$ cat config.mk
export PLATFORM = sky130hd
export DESIGN_NAME = lock_cfg_writer_flat
export DESIGN_NICKNAME = d
export VERILOG_FILES = /design/src/rtl/lock_cfg_pkg.sv /design/src/rtl/lock_cfg_writer_if.sv /design/src/rtl/lock_cfg_rdmux.sv /design/src/rtl/lock_cfg_writer.sv /design/src/flat_wrapper.sv
export SDC_FILE = /design/constraint.sdc
export NUM_CORES = 1
export LEC_CHECK = 0
export ABC_AREA = 0
export CORE_ASPECT_RATIO = 1.4
export CORE_UTILIZATION = 38
export CTS_BUF_LIST = sky130_fd_sc_hd__clkbuf_8 sky130_fd_sc_hd__clkbuf_16
export CTS_CLUSTER_DIAMETER = 80
export DETAILED_ROUTE_END_ITERATION = 10
export GPL_ROUTABILITY_DRIVEN = 0
export PLACE_DENSITY = 0.81
export REMOVE_ABC_BUFFERS = 1
export SLEW_MARGIN = 10
export SYNTH_ARGS = -nofsm -noshare
export SYNTH_HDL_FRONTEND = slang
export SYNTH_HIERARCHICAL = 1
export SYNTH_SLANG_ARGS = --single-unit
$ cat constraint.sdc
create_clock -name Clk -period 4.3 [get_ports Clk]
set_clock_uncertainty 0.2 [all_clocks]
set_input_delay 0.86 -clock Clk [delete_from_list [all_inputs] [get_ports Clk]]
set_output_delay 0.86 -clock Clk [all_outputs]
set_load 0.01 [all_outputs]
$ cat src/rtl/lock_cfg_pkg.sv
// Shared constants for the lockable configuration writer: response codes and FSM encoding.
// PROBE/PCHK states exist only when LOCK_CFG_PROBE_EN is defined.
package lock_cfg_pkg;

  localparam logic [1:0] RESP_OK       = 2'd0;
  localparam logic [1:0] RESP_BAD_ADDR = 2'd1;
  localparam logic [1:0] RESP_MISMATCH = 2'd2;
  localparam logic [1:0] RESP_LOCKED   = 2'd3;

  typedef enum logic [2:0] {
    ST_IDLE,
    ST_WR,
    ST_CHK,
    ST_LOCK,
    ST_LOCKED,
    ST_ERR
`ifdef LOCK_CFG_PROBE_EN
    ,
    ST_PROBE,
    ST_PCHK
`endif
  } state_t;

endpackage

$ cat src/rtl/lock_cfg_writer_if.sv
// Request/response port plus register-bank port of the lock_cfg_writer.
// slave = the writer itself; master = config master together with the register bank.
interface lock_cfg_writer_if #(
  parameter int NUM_REGS = 4,
  parameter int DATA_W   = 16,
  parameter int ADDR_W   = 2
);
  logic                       req_valid;
  logic                       req_ready;
  logic [ADDR_W-1:0]          req_addr;
  logic [DATA_W-1:0]          req_data;
  logic                       req_last;
  logic                       resp_valid;
  logic [1:0]                 resp_err;
  logic [NUM_REGS-1:0]        reg_write;
  logic [DATA_W-1:0]          reg_data;
  logic                       reg_lock;
  logic [NUM_REGS*DATA_W-1:0] reg_rdata;
  logic                       lock_done;
  logic                       err_flag;

  modport slave (
    input  req_valid, req_addr, req_data, req_last, reg_rdata,
    output req_ready, resp_valid, resp_err, reg_write, reg_data, reg_lock,
           lock_done, err_flag
  );

  modport master (
    output req_valid, req_addr, req_data, req_last, reg_rdata,
    input  req_ready, resp_valid, resp_err, reg_write, reg_data, reg_lock,
           lock_done, err_flag
  );
endinterface

$ cat src/rtl/lock_cfg_rdmux.sv
// Combinational pick of one DATA_W register slice out of the flattened bank read bus.
module lock_cfg_rdmux #(
  parameter int NUM_REGS = 4,
  parameter int DATA_W   = 16,
  parameter int ADDR_W   = 2
) (
  input  logic [NUM_REGS*DATA_W-1:0] rdata,
  input  logic [ADDR_W-1:0]          sel,
  output logic [DATA_W-1:0]          slice
);

  // Explicit compare loop keeps out-of-range selects at zero instead of X.
  always_comb begin
    slice = '0;
    for (int i = 0; i < NUM_REGS; i++) begin
      if (sel == ADDR_W'(i)) slice = rdata[i*DATA_W +: DATA_W];
    end
  end

endmodule

$ cat src/rtl/lock_cfg_writer.sv
// Initiator for a bank of lockable config registers: write, read-back check, lock, then reject.
// Optional LOCK_CFG_PROBE_EN adds a post-lock probe write to reg 0 that must be ignored by the bank.
module lock_cfg_writer
  import lock_cfg_pkg::*;
#(
  parameter int NUM_REGS = 4,
  parameter int DATA_W   = 16,
  parameter int ADDR_W   = 2
) (
  input logic              Clk,
  input logic              reset,
  lock_cfg_writer_if.slave bus
);

  localparam logic [NUM_REGS-1:0] ONE_HOT0 = {{(NUM_REGS-1){1'b0}}, 1'b1};

  state_t              state_q, state_d;
  logic [ADDR_W-1:0]   addr_q, addr_d;
  logic [DATA_W-1:0]   data_q, data_d;
  logic                last_q, last_d;
  logic                ready_q, ready_d;
  logic                rvld_q, rvld_d;
  logic [1:0]          rerr_q, rerr_d;
  logic [NUM_REGS-1:0] wr_q, wr_d;
  logic [DATA_W-1:0]   wdat_q, wdat_d;
  logic                lock_q, lock_d;
  logic                done_q, done_d;
  logic                eflag_q, eflag_d;
  logic [ADDR_W-1:0]   rd_sel;
  logic [DATA_W-1:0]   rd_slice;
`ifdef LOCK_CFG_PROBE_EN
  logic [DATA_W-1:0]   probe_q, probe_d;
`endif

  // Read-back of the target in CHK; register 0 otherwise (probe path).
  assign rd_sel = (state_q == ST_CHK) ? addr_q : '0;

  lock_cfg_rdmux #(.NUM_REGS(NUM_REGS), .DATA_W(DATA_W), .ADDR_W(ADDR_W)) u_rdmux (
    .rdata (bus.reg_rdata),
    .sel   (rd_sel),
    .slice (rd_slice)
  );

  always_ff @(posedge Clk or posedge reset) begin
    if (reset) begin
      state_q <= ST_IDLE;
      addr_q  <= '0;
      data_q  <= '0;
      last_q  <= 1'b0;
      ready_q <= 1'b0;
      rvld_q  <= 1'b0;
      rerr_q  <= RESP_OK;
      wr_q    <= '0;
      wdat_q  <= '0;
      lock_q  <= 1'b0;
      done_q  <= 1'b0;
      eflag_q <= 1'b0;
`ifdef LOCK_CFG_PROBE_EN
      probe_q <= '0;
`endif
    end else begin
      state_q <= state_d;
      addr_q  <= addr_d;
      data_q  <= data_d;
      last_q  <= last_d;
      ready_q <= ready_d;
      rvld_q  <= rvld_d;
      rerr_q  <= rerr_d;
      wr_q    <= wr_d;
      wdat_q  <= wdat_d;
      lock_q  <= lock_d;
      done_q  <= done_d;
      eflag_q <= eflag_d;
`ifdef LOCK_CFG_PROBE_EN
      probe_q <= probe_d;
`endif
    end
  end

  // Outputs are registered: each branch computes what the next state's cycle drives.
  always_comb begin
    state_d = state_q;
    addr_d  = addr_q;
    data_d  = data_q;
    last_d  = last_q;
    ready_d = 1'b0;
    rvld_d  = 1'b0;
    rerr_d  = RESP_OK;
    wr_d    = '0;
    wdat_d  = wdat_q;
    lock_d  = 1'b0;
    done_d  = 1'b0;
    eflag_d = 1'b0;
`ifdef LOCK_CFG_PROBE_EN
    probe_d = probe_q;
`endif
    case (state_q)
      ST_IDLE: begin
        ready_d = 1'b1;
        if (bus.req_valid && ready_q) begin
          if (int'(bus.req_addr) >= NUM_REGS) begin
            rvld_d = 1'b1;
            rerr_d = RESP_BAD_ADDR;
          end else begin
            addr_d  = bus.req_addr;
            data_d  = bus.req_data;
            last_d  = bus.req_last;
            wr_d    = ONE_HOT0 << bus.req_addr;
            wdat_d  = bus.req_data;
            ready_d = 1'b0;
            state_d = ST_WR;
          end
        end
      end
      ST_WR: state_d = ST_CHK;
      ST_CHK: begin
        if (rd_slice != data_q) begin
          rvld_d  = 1'b1;
          rerr_d  = RESP_MISMATCH;
          eflag_d = 1'b1;
          state_d = ST_ERR;
        end else if (last_q) begin
          lock_d  = 1'b1;
          state_d = ST_LOCK;
        end else begin
          rvld_d  = 1'b1;
          ready_d = 1'b1;
          state_d = ST_IDLE;
        end
      end
      ST_LOCK: begin
`ifdef LOCK_CFG_PROBE_EN
        // Nothing writes during LOCK, so reg 0 read here equals its value in PROBE.
        wr_d    = ONE_HOT0;
        wdat_d  = ~rd_slice;
        probe_d = rd_slice;
        state_d = ST_PROBE;
`else
        rvld_d  = 1'b1;
        done_d  = 1'b1;
        ready_d = 1'b1;
        state_d = ST_LOCKED;
`endif
      end
`ifdef LOCK_CFG_PROBE_EN
      ST_PROBE: state_d = ST_PCHK;
      ST_PCHK: begin
        rvld_d = 1'b1;
        if (rd_slice == probe_q) begin
          done_d  = 1'b1;
          ready_d = 1'b1;
          state_d = ST_LOCKED;
        end else begin
          rerr_d  = RESP_MISMATCH;
          eflag_d = 1'b1;
          state_d = ST_ERR;
        end
      end
`endif
      ST_LOCKED: begin
        done_d  = 1'b1;
        ready_d = 1'b1;
        if (bus.req_valid && ready_q) begin
          rvld_d = 1'b1;
          rerr_d = RESP_LOCKED;
        end
      end
      ST_ERR:  eflag_d = 1'b1;
      default: state_d = ST_IDLE;
    endcase
  end

  assign bus.req_ready  = ready_q;
  assign bus.resp_valid = rvld_q;
  assign bus.resp_err   = rerr_q;
  assign bus.reg_write  = wr_q;
  assign bus.reg_data   = wdat_q;
  assign bus.reg_lock   = lock_q;
  assign bus.lock_done  = done_q;
  assign bus.err_flag   = eflag_q;

endmodule

$ cat src/flat_wrapper.sv
// flat-port wrapper written by rule: the top's interface ports become plain ports
module lock_cfg_writer_flat import lock_cfg_pkg::*;
#(
  parameter int NUM_REGS = 4,
  parameter int DATA_W   = 16,
  parameter int ADDR_W   = 2
)
  (Clk, reset, bus_req_valid, bus_req_addr, bus_req_data, bus_req_last, bus_reg_rdata, bus_req_ready, bus_resp_valid, bus_resp_err, bus_reg_write, bus_reg_data, bus_reg_lock, bus_lock_done, bus_err_flag);
  lock_cfg_writer_if #(.NUM_REGS(NUM_REGS), .DATA_W(DATA_W), .ADDR_W(ADDR_W)) bus_i ();
  input logic Clk;
  input logic reset;
  input wire logic [$bits(bus_i.req_valid)-1:0] bus_req_valid;
  input wire logic [$bits(bus_i.req_addr)-1:0] bus_req_addr;
  input wire logic [$bits(bus_i.req_data)-1:0] bus_req_data;
  input wire logic [$bits(bus_i.req_last)-1:0] bus_req_last;
  input wire logic [$bits(bus_i.reg_rdata)-1:0] bus_reg_rdata;
  output wire logic [$bits(bus_i.req_ready)-1:0] bus_req_ready;
  output wire logic [$bits(bus_i.resp_valid)-1:0] bus_resp_valid;
  output wire logic [$bits(bus_i.resp_err)-1:0] bus_resp_err;
  output wire logic [$bits(bus_i.reg_write)-1:0] bus_reg_write;
  output wire logic [$bits(bus_i.reg_data)-1:0] bus_reg_data;
  output wire logic [$bits(bus_i.reg_lock)-1:0] bus_reg_lock;
  output wire logic [$bits(bus_i.lock_done)-1:0] bus_lock_done;
  output wire logic [$bits(bus_i.err_flag)-1:0] bus_err_flag;
  assign bus_i.req_valid = bus_req_valid;
  assign bus_i.req_addr = bus_req_addr;
  assign bus_i.req_data = bus_req_data;
  assign bus_i.req_last = bus_req_last;
  assign bus_i.reg_rdata = bus_reg_rdata;
  assign bus_req_ready = bus_i.req_ready;
  assign bus_resp_valid = bus_i.resp_valid;
  assign bus_resp_err = bus_i.resp_err;
  assign bus_reg_write = bus_i.reg_write;
  assign bus_reg_data = bus_i.reg_data;
  assign bus_reg_lock = bus_i.reg_lock;
  assign bus_lock_done = bus_i.lock_done;
  assign bus_err_flag = bus_i.err_flag;
  lock_cfg_writer #(.NUM_REGS(NUM_REGS), .DATA_W(DATA_W), .ADDR_W(ADDR_W)) u_core (.Clk(Clk), .reset(reset), .bus(bus_i));
endmodule
==> insert_results.sql, run 1 <==
INSERT INTO impl_metrics (metric_group, metric, value, unit) VALUES
('clocking', 'clk_pin_slew_worst_paths', '0.07', 'ns'),
('worst_setup_path', 'critical_path_class', 'reg2reg', ''),
('drt', 'route.vias.total', '1559', ''),
('drt', 'route.layer.met1.wl', '1530', 'um'),
('synth', 'simple_gate_share_of_the_synthesized_area', '10.3', '%'),
('placed_design', 'place_hpwl', '3610', 'um'),
('global_route', 'grt_pass1_wl', '7030', 'um'),
('synth', 'synth_seq_area_share', '41.9', '%'),
('floorplanning', 'dieWidth', '62.9', 'um'),
('placed_design', 'port_buffers', '112', ''),
('worst_setup_path', 'worst_setup_path_end_kind', 'flip-flop', ''),
('hold_path', 'worst_min_delay_path_category', 'reg2reg', ''),
('synth', 'yosys.area_share.xor_xnor', '7.55', '%'),
('global_route', 'total_overflow_reported_by_the_global_router', '0', ''),
('timing', 'rsz_0062_raised_after_global_routing', 'no', ''),
('drt', 'detail_route.vias_per_cell', '4.95', ''),
('timing', 'timing.slew.headroom', '55.9', '%'),
('global_route', 'globalRouteTotalUtil', '17.0', '%'),
('clocking', 'tritoncts', 'built', ''),
('finish', 'final_net_count', '336', ''),
('worst_setup_path', 'worst_setup_startpoint', 'u_core/state_q[0]$_DFFE_PP0P_', ''),
('drt', 'routed_wl', '4410', 'um'),
('worst_setup_path', 'crit_arrival', '3.38', 'ns'),
('timing', 'maxClockFrequency', '295', 'MHz'),
('timing', 'min_period_over_period', '78.8', '%'),
('drt', 'antenna_violating_nets_post_route', '0', ''),
('floorplanning', 'std_cell_rows', '30', ''),
('drt', 'route.detailed.drc', '0', ''),
('timing', 'worst-slew-pin-transition', '0.662', 'ns'),
('floorplanning', 'core_area', '4920', 'sq um'),
('synth', 'synth.avg_cell_area', '14.5', 'sq um'),
('synth', 'netlist_area', '1970', 'sq um'),
('timing', 'setup_viol', '0', ''),
('floorplanning', 'design.die.area', '5490', 'sq um'),
('global_route', 'vias_in_the_first_global_route', '1544', ''),
('pwr', 'highest_ir_drop_seen_on_vdd', '0.000108', 'V'),
('timing', 'number_of_pins_exceeding_their_max_slew_limit_in_the_final_report', '0', ''),
('clocking', 'later_pin_clock_latency_in_the_skew_report', '0.28', 'ns'),
('timing', 'timing.setup.tns', '0', 'ns'),
('drt', 'dr_wl_met2', '2480', 'um'),
('worst_setup_path', 'cp_max_fo', '16', ''),
('finish', 'synth_to_final_area_change', '62.1', '%'),
('drt', 'highest_layer', 'met4', ''),
('worst_setup_path', 'worstRegToRegCells', '9', ''),
('synth', 'muxShareOfSynthArea', '31.0', '%'),
('worst_setup_path', 'crit-reg2reg-launch', 'u_core/state_q[0]$_DFFE_PP0P_', ''),
('worst_setup_path', 'cp-start-kind', 'flip-flop', ''),
('worst_setup_path', 'timing.reg2reg.setup_slack', '0.91', 'ns'),
('clocking', 'clockRootBuffer', 'clkbuf_8', ''),
('clocking', 'cts_hold_repair.buffers', '0', ''),
('timing', 'timing.hold.ws', '0.313', 'ns'),
('clocking', 'cts-resized-gates', '0', ''),
('clocking', 'ctsHtreeMaxLevel', '2', ''),
('synth', 'number_of_instances_in_the_synthesized_netlist', '136', ''),
('worst_setup_path', 'worstPathRequired', '4.29', 'ns'),
('synth', 'ys_seq_elements', '33', ''),
('synth', 'synth_top_family_by_area', 'multiplexers', ''),
('clocking', 'cts.sink_count', '33', ''),
('timing', 'hold_violations', '0', ''),
('run', 'timing.max_cap.violations', '0', ''),
('synth', 'synth-edff-count', '0', ''),
('finish', 'design_area', '3200', 'sq um'),
('worst_setup_path', 'critical_path.reg2reg.endpoint', 'u_core/bus.reg_lock$_DFF_PP0_', ''),
('synth', 'synthesized_area_fraction_occupied_by_ao_oa_aoi_and_oai_cells', '3.99', '%'),
('clocking', 'tritoncts_buffers', '5', ''),
('drt', 'dr_wl_met3', '306', 'um'),
('outcome', 'status', 'completed', ''),
('global_route', 'antenna_found_initial', '0', ''),
('finish', 'antenna-diode-count', '0', ''),
('clocking', 'max-clock-path-buffers', '2', ''),
('worst_setup_path', 'cp-endpoint', 'u_core/bus.reg_lock$_DFF_PP0_', '');
-- how the worst min path moves through the flow --
stage | start | to | slack, ns | depth (start not counted)
6_report | u_core/addr_q[1]$_DFFE_PP0P_ | u_core/addr_q[1]$_DFFE_PP0P_ | 0.31 | 1
5_1_grt | u_core/addr_q[1]$_DFFE_PP0P_ | u_core/addr_q[1]$_DFFE_PP0P_ | 0.34 | 1
4_1_cts | u_core/addr_q[1]$_DFFE_PP0P_ | u_core/addr_q[1]$_DFFE_PP0P_ | 0.31 | 1
3_5_place_dp | u_core/addr_q[1]$_DFFE_PP0P_ | u_core/addr_q[1]$_DFFE_PP0P_ | 0.29 | 1
3_3_place_gp | u_core/addr_q[1]$_DFFE_PP0P_ | u_core/addr_q[1]$_DFFE_PP0P_ | 0.30 | 1
2_1_floorplan | u_core/addr_q[1]$_DFFE_PP0P_ | u_core/addr_q[1]$_DFFE_PP0P_ | 0.27 | 1
-- cell usage after synthesis, drive strengths merged, types with 2 or more instances --
master	count	share of area, %
dfrtp	33	42
mux2	17	12
xnor2	17	7.5
mux4	16	19
buf	8	4.4
nand2	5	0.95
nor2	5	0.95
inv	4	0.76
nand4	4	1.3
o21ai	4	1.0
nand2b	3	0.95
and3	2	0.63
nor3b	2	0.76
nor4	2	2.2
-- state kept, by name, summed over array words and instances, names as in the netlist --
| signal | count |
|---|---|
| u_core/bus.reg_data | 16 |
| u_core/bus.reg_write | 4 |
| u_core/state_q | 3 |
| u_core/addr_q | 2 |
| u_core/bus.resp_err | 2 |
| u_core/bus.err_flag | 1 |
| u_core/bus.lock_done | 1 |
| u_core/bus.reg_lock | 1 |
| u_core/bus.req_ready | 1 |
| u_core/bus.resp_valid | 1 |
| u_core/last_q | 1 |
-- critical path: stages, from the launching register on --
cell and delay, ns:
dfrtp_1 0.50, nor2_1 0.29, nand2_1 0.16, nor2_2 0.13
buf_4 0.29, mux4_1 0.62, xnor2_1 0.17, nand4_1 0.17
nor4_4 0.49, nor4b_4 0.28
-- power breakdown --
group | switching, W | internal (W)
combinational | 0.0000220 | 0.0000821
sequential | 0 | 0.000310
clock | 0.000109 | 0.000110
total | 0.000131 | 0.000502
-- per-stage QoR --
stage / std cells / setup slack (ns) / util, % / power (W)
finish: 315 / 0.910 / 65.1 / 0.000633
global route: 315 / 0.625 / 65.1 / 0.000663
CTS: 315 / 0.891 / 65.1 / 0.000643
detailed placement: 307 / 0.913 / 63.4 / 0.000422
global placement: 307 / 1.07 / 63.4 / 0.000421
floorplan: 127 / 0.502 / - / 0.000341
-- cell usage in the layout, fill, tap and decap left out, types with 2 or more instances in the layout --
| cell | netlist | routed |
|---|---|---|
| clkinv_2 | 0 | 2 |
| mux4_1 | 6 | 6 |
| nand2_1 | 5 | 5 |
| nor4_4 | 2 | 2 |
| mux2_4 | 10 | 10 |
| xnor2_1 | 17 | 17 |
| inv_1 | 4 | 5 |
| o21ai_0 | 4 | 4 |
| nor3b_1 | 2 | 2 |
| buf_4 | 0 | 4 |
| mux4_2 | 10 | 10 |
| mux2_2 | 7 | 7 |
| nor2_1 | 5 | 4 |
| clkbuf_8 | 0 | 5 |
| clkdlybuf4s50_1 | 0 | 112 |
| nand2b_1 | 3 | 3 |
| dfrtp_1 | 33 | 33 |
| and3_1 | 2 | 2 |
| nand4_1 | 4 | 4 |
-- layer usage --
layer	up-vias	GRT usage [%]
li1	743	-
met5	-	0
met3	8	4.58
met4	0	6.98
met2	72	31.4
met1	736	18.1
-- kinds of logic after synthesis --
kind of cell / after synthesis
multiplexers: 33
flip-flops: 33
AND/OR/NAND/NOR: 28
XOR/XNOR: 17
buffers and inverters: 13
AO/OA/AOI/OAI: 12
-- area by class of cell --
cell class | count | area [sq um]
repair buffers | 116 | 1150
multi-input cells | 90 | 1040
inverters | 4 | 15.0
well taps | 64 | 80.1
flip-flops and latches | 33 | 826
clock inverters | 3 | 13.8
clock buffers | 5 | 68.8
fillers | 407 | 1720
(Power assumes the default switching activity.)
==> inputs of run 2 (changes only) <==
Clock period 4.3 ns to 3.42 ns, I/O delays scaled along.
==> insert_results.sql, run 2 (synthesized netlist as in run 1, its figures left out) <==
INSERT INTO impl_metrics (metric_group, metric, value, unit) VALUES
('clocking', 'tritoncts_buffers', '5', ''),
('timing', 'rsz_0062_raised_after_global_routing', 'no', ''),
('timing', 'hold_violations', '0', ''),
('drt', 'antenna_violating_nets_post_route', '0', ''),
('floorplanning', 'std_cell_rows', '30', ''),
('floorplanning', 'design.die.area', '5490', 'sq um'),
('clocking', 'clk_pin_slew_worst_paths', '0.07', 'ns'),
('global_route', 'globalRouteTotalUtil', '19.0', '%'),
('worst_setup_path', 'critical_path_class', 'reg2reg', ''),
('floorplanning', 'io_pins', '113', ''),
('clocking', 'cts.sink_count', '33', ''),
('pwr', 'cellLeakagePower', '1.33', 'nW'),
('worst_setup_path', 'worstRegToRegCells', '10', ''),
('worst_setup_path', 'critical_path.reg2reg.endpoint', 'u_core/bus.reg_lock$_DFF_PP0_', ''),
('drt', 'route.vias.total', '1593', ''),
('outcome', 'status', 'completed', ''),
('worst_setup_path', 'cp_max_fo', '16', ''),
('placed_design', 'place_hpwl', '3820', 'um'),
('drt', 'detail_route.first_pass.iterations', '4', ''),
('clocking', 'ctsHtreeMaxLevel', '2', ''),
('finish', 'synth_to_final_area_change', '66.0', '%'),
('drt', 'routed_wl', '4860', 'um'),
('clocking', 'tritoncts', 'built', ''),
('worst_setup_path', 'crit-reg2reg-launch', 'u_core/state_q[2]$_DFFE_PP0P_', ''),
('timing', 'timing.hold.ws', '0.348', 'ns'),
('finish', 'most_frequent_cells_in_the_layout', '112 x clkdlybuf4s50_1, 33 x dfrtp_1, 17 x xnor2_1', ''),
('placed_design', 'post-place-ws', '0.213', 'ns'),
('finish', 'final_net_count', '340', ''),
('finish', 'antenna-diode-count', '0', ''),
('pwr', 'power_density', '275', 'nW/um^2'),
('clocking', 'cts-resized-gates', '0', ''),
('run', 'timing.max_cap.violations', '0', ''),
('timing', 'layout_setup_ws', '0.312', 'ns'),
('worst_setup_path', 'worstPathRequired', '3.42', 'ns'),
('global_route', 'grt_pass1_wl', '7760', 'um'),
('timing', 'setup_viol', '0', ''),
('hold_path', 'worst_min_delay_path_category', 'reg2reg', ''),
('drt', 'route.detailed.drc', '0', ''),
('finish', 'register_area', '826', 'sq um'),
('floorplanning', 'initial_core_utilization', '40.1', '%'),
('hold_path', 'worst_hold_path.num_cells', '1', ''),
('worst_setup_path', 'worst_setup_path_end_kind', 'flip-flop', ''),
('clocking', 'clockRootBuffer', 'clkbuf_8', ''),
('worst_setup_path', 'cp-start-kind', 'flip-flop', ''),
('finish', 'final_layout_size_suffix_gt1_share', '18.0', '%'),
('global_route', 'antenna_found_initial', '0', ''),
('hold_path', 'hold_start', 'u_core/addr_q[1]$_DFFE_PP0P_', ''),
('worst_setup_path', 'timing.reg2reg.setup_slack', '0.31', 'ns'),
('drt', 'detail_route.vias_per_cell', '4.99', ''),
('finish', 'layout.filler_cells', '387', ''),
('drt', 'drt_iter0_drc', '25', ''),
('hold_path', 'holdPathEnd', 'u_core/addr_q[1]$_DFFE_PP0P_', ''),
('timing', 'timing.slew.headroom', '72.3', '%'),
('placed_design', 'port_buffers', '112', ''),
('timing', 'min_period_over_period', '90.9', '%'),
('drt', 'route.detailed.wl_per_inst', '15.2', 'um'),
('timing', 'finalWorstPathRequiredPeriod', '3.11', 'ns'),
('timing', 'worst-slew-pin-transition', '0.415', 'ns'),
('timing', 'number_of_pins_exceeding_their_max_slew_limit_in_the_final_report', '0', ''),
('floorplanning', 'core_area', '4920', 'sq um'),
('finish', 'area_of_combinational_cells_with_multiple_inputs', '1040', 'sq um'),
('finish', 'number_of_flip_flops_under_the_largest_register_name', '16', ''),
('clocking', 'max-clock-path-buffers', '2', ''),
('global_route', 'largest_net_degree_at_the_start_of_global_routing', '34', ''),
('clocking', 'later_pin_clock_latency_in_the_skew_report', '0.29', 'ns'),
('worst_setup_path', 'worst_setup_startpoint', 'u_core/state_q[2]$_DFFE_PP0P_', ''),
('floorplanning', 'die_y', '87.3', 'um'),
('global_route', 'vias_in_the_first_global_route', '1644', ''),
('pwr', 'highest_ir_drop_seen_on_vdd', '0.000200', 'V'),
('global_route', 'total_overflow_reported_by_the_global_router', '0', ''),
('floorplanning', 'dieWidth', '62.9', 'um'),
('timing', 'maxClockFrequency', '322', 'MHz'),
('finish', 'mostFrequentLayoutCell', 'clkdlybuf4s50_1', ''),
('worst_setup_path', 'crit_arrival', '3.10', 'ns');
run 2: cell count changes in the layout (fill, tap and decap cells not counted), sizes merged:
cell,before,now
clkinv,2,0
bufinv,0,1
clkbuf,5,6
buf,4,8
run 2: worst max path at each step:
| stage | to | slack (ns) | depth (start not counted) |
|---|---|---|---|
| after CTS | u_core/bus.reg_lock$_DFF_PP0_ | 0.19 | 9 |
| final | u_core/bus.reg_lock$_DFF_PP0_ | 0.31 | 10 |
| after global routing | u_core/bus.reg_lock$_DFF_PP0_ | 0.08 | 10 |
| after floorplan | u_core/bus.reg_lock$_DFF_PP0_ | -0.38 | 8 |
| after global placement | u_core/bus.reg_lock$_DFF_PP0_ | 0.32 | 9 |
| after detailed placement | u_core/bus.reg_lock$_DFF_PP0_ | 0.21 | 9 |
run 2: timing repair:
action / 4_1_cts / 5_1_grt
hold endpoints to repair: 0 / 0
hold buffers: 0 / 0
setup endpoints to repair: 0 / 2
buffers inserted: 0 / 1
run 2: where the power goes:
group / leakage, nW / internal (W) / switching [W] / total, W
combinational: 0.835 / 0.000104 / 0.0000300 / 0.000133
clock: 0.0626 / 0.000234 / 0.000144 / 0.000378
sequential: 0.435 / 0.000390 / 0 / 0.000390
run 2: cell type report:
cell class,instances,share of cell area (%)
timing repair buffer,120,36.4
multi-input combinational,90,31.9
sequential,33,25.2
clock buffer,6,2.52
tap,64,2.44
clock inverter,2,1.03
inverter,4,0.458
run 2: metrics by stage:
step                      util [%]  instances  power, W  TNS (ns)  area (sq um)
after global placement        64.1        310  0.000528         0          3150
after floorplan                  -        127  0.000429     -2.47          1880
after CTS                     66.5        318  0.000914         0          3270
final                         66.6        319  0.000902         0          3280
after global routing          66.6        319  0.000937         0          3280
after detailed placement      64.1        310  0.000532         0          3150
run 2: worst max-delay path: stages (launching register included):
cell	delay (ns)
dfrtp_1	0.37
nor2_1	0.24
nand2_1	0.15
nor2_2	0.10
buf_4	0.30
mux4_1	0.63
xnor2_1	0.17
nand4_1	0.18
nor4_4	0.29
buf_4	0.19
nor4b_4	0.19
run 2: layer usage:
layer / GRT usage (%) / routed length, um / vias up
li1: - / - / 747
met1: 19.5 / 1680 / 776
met2: 36.6 / 2820 / 65
met3: 5.37 / 296 / 5
met4: 6.34 / 63 / 0
met5: 0 / 0 / -
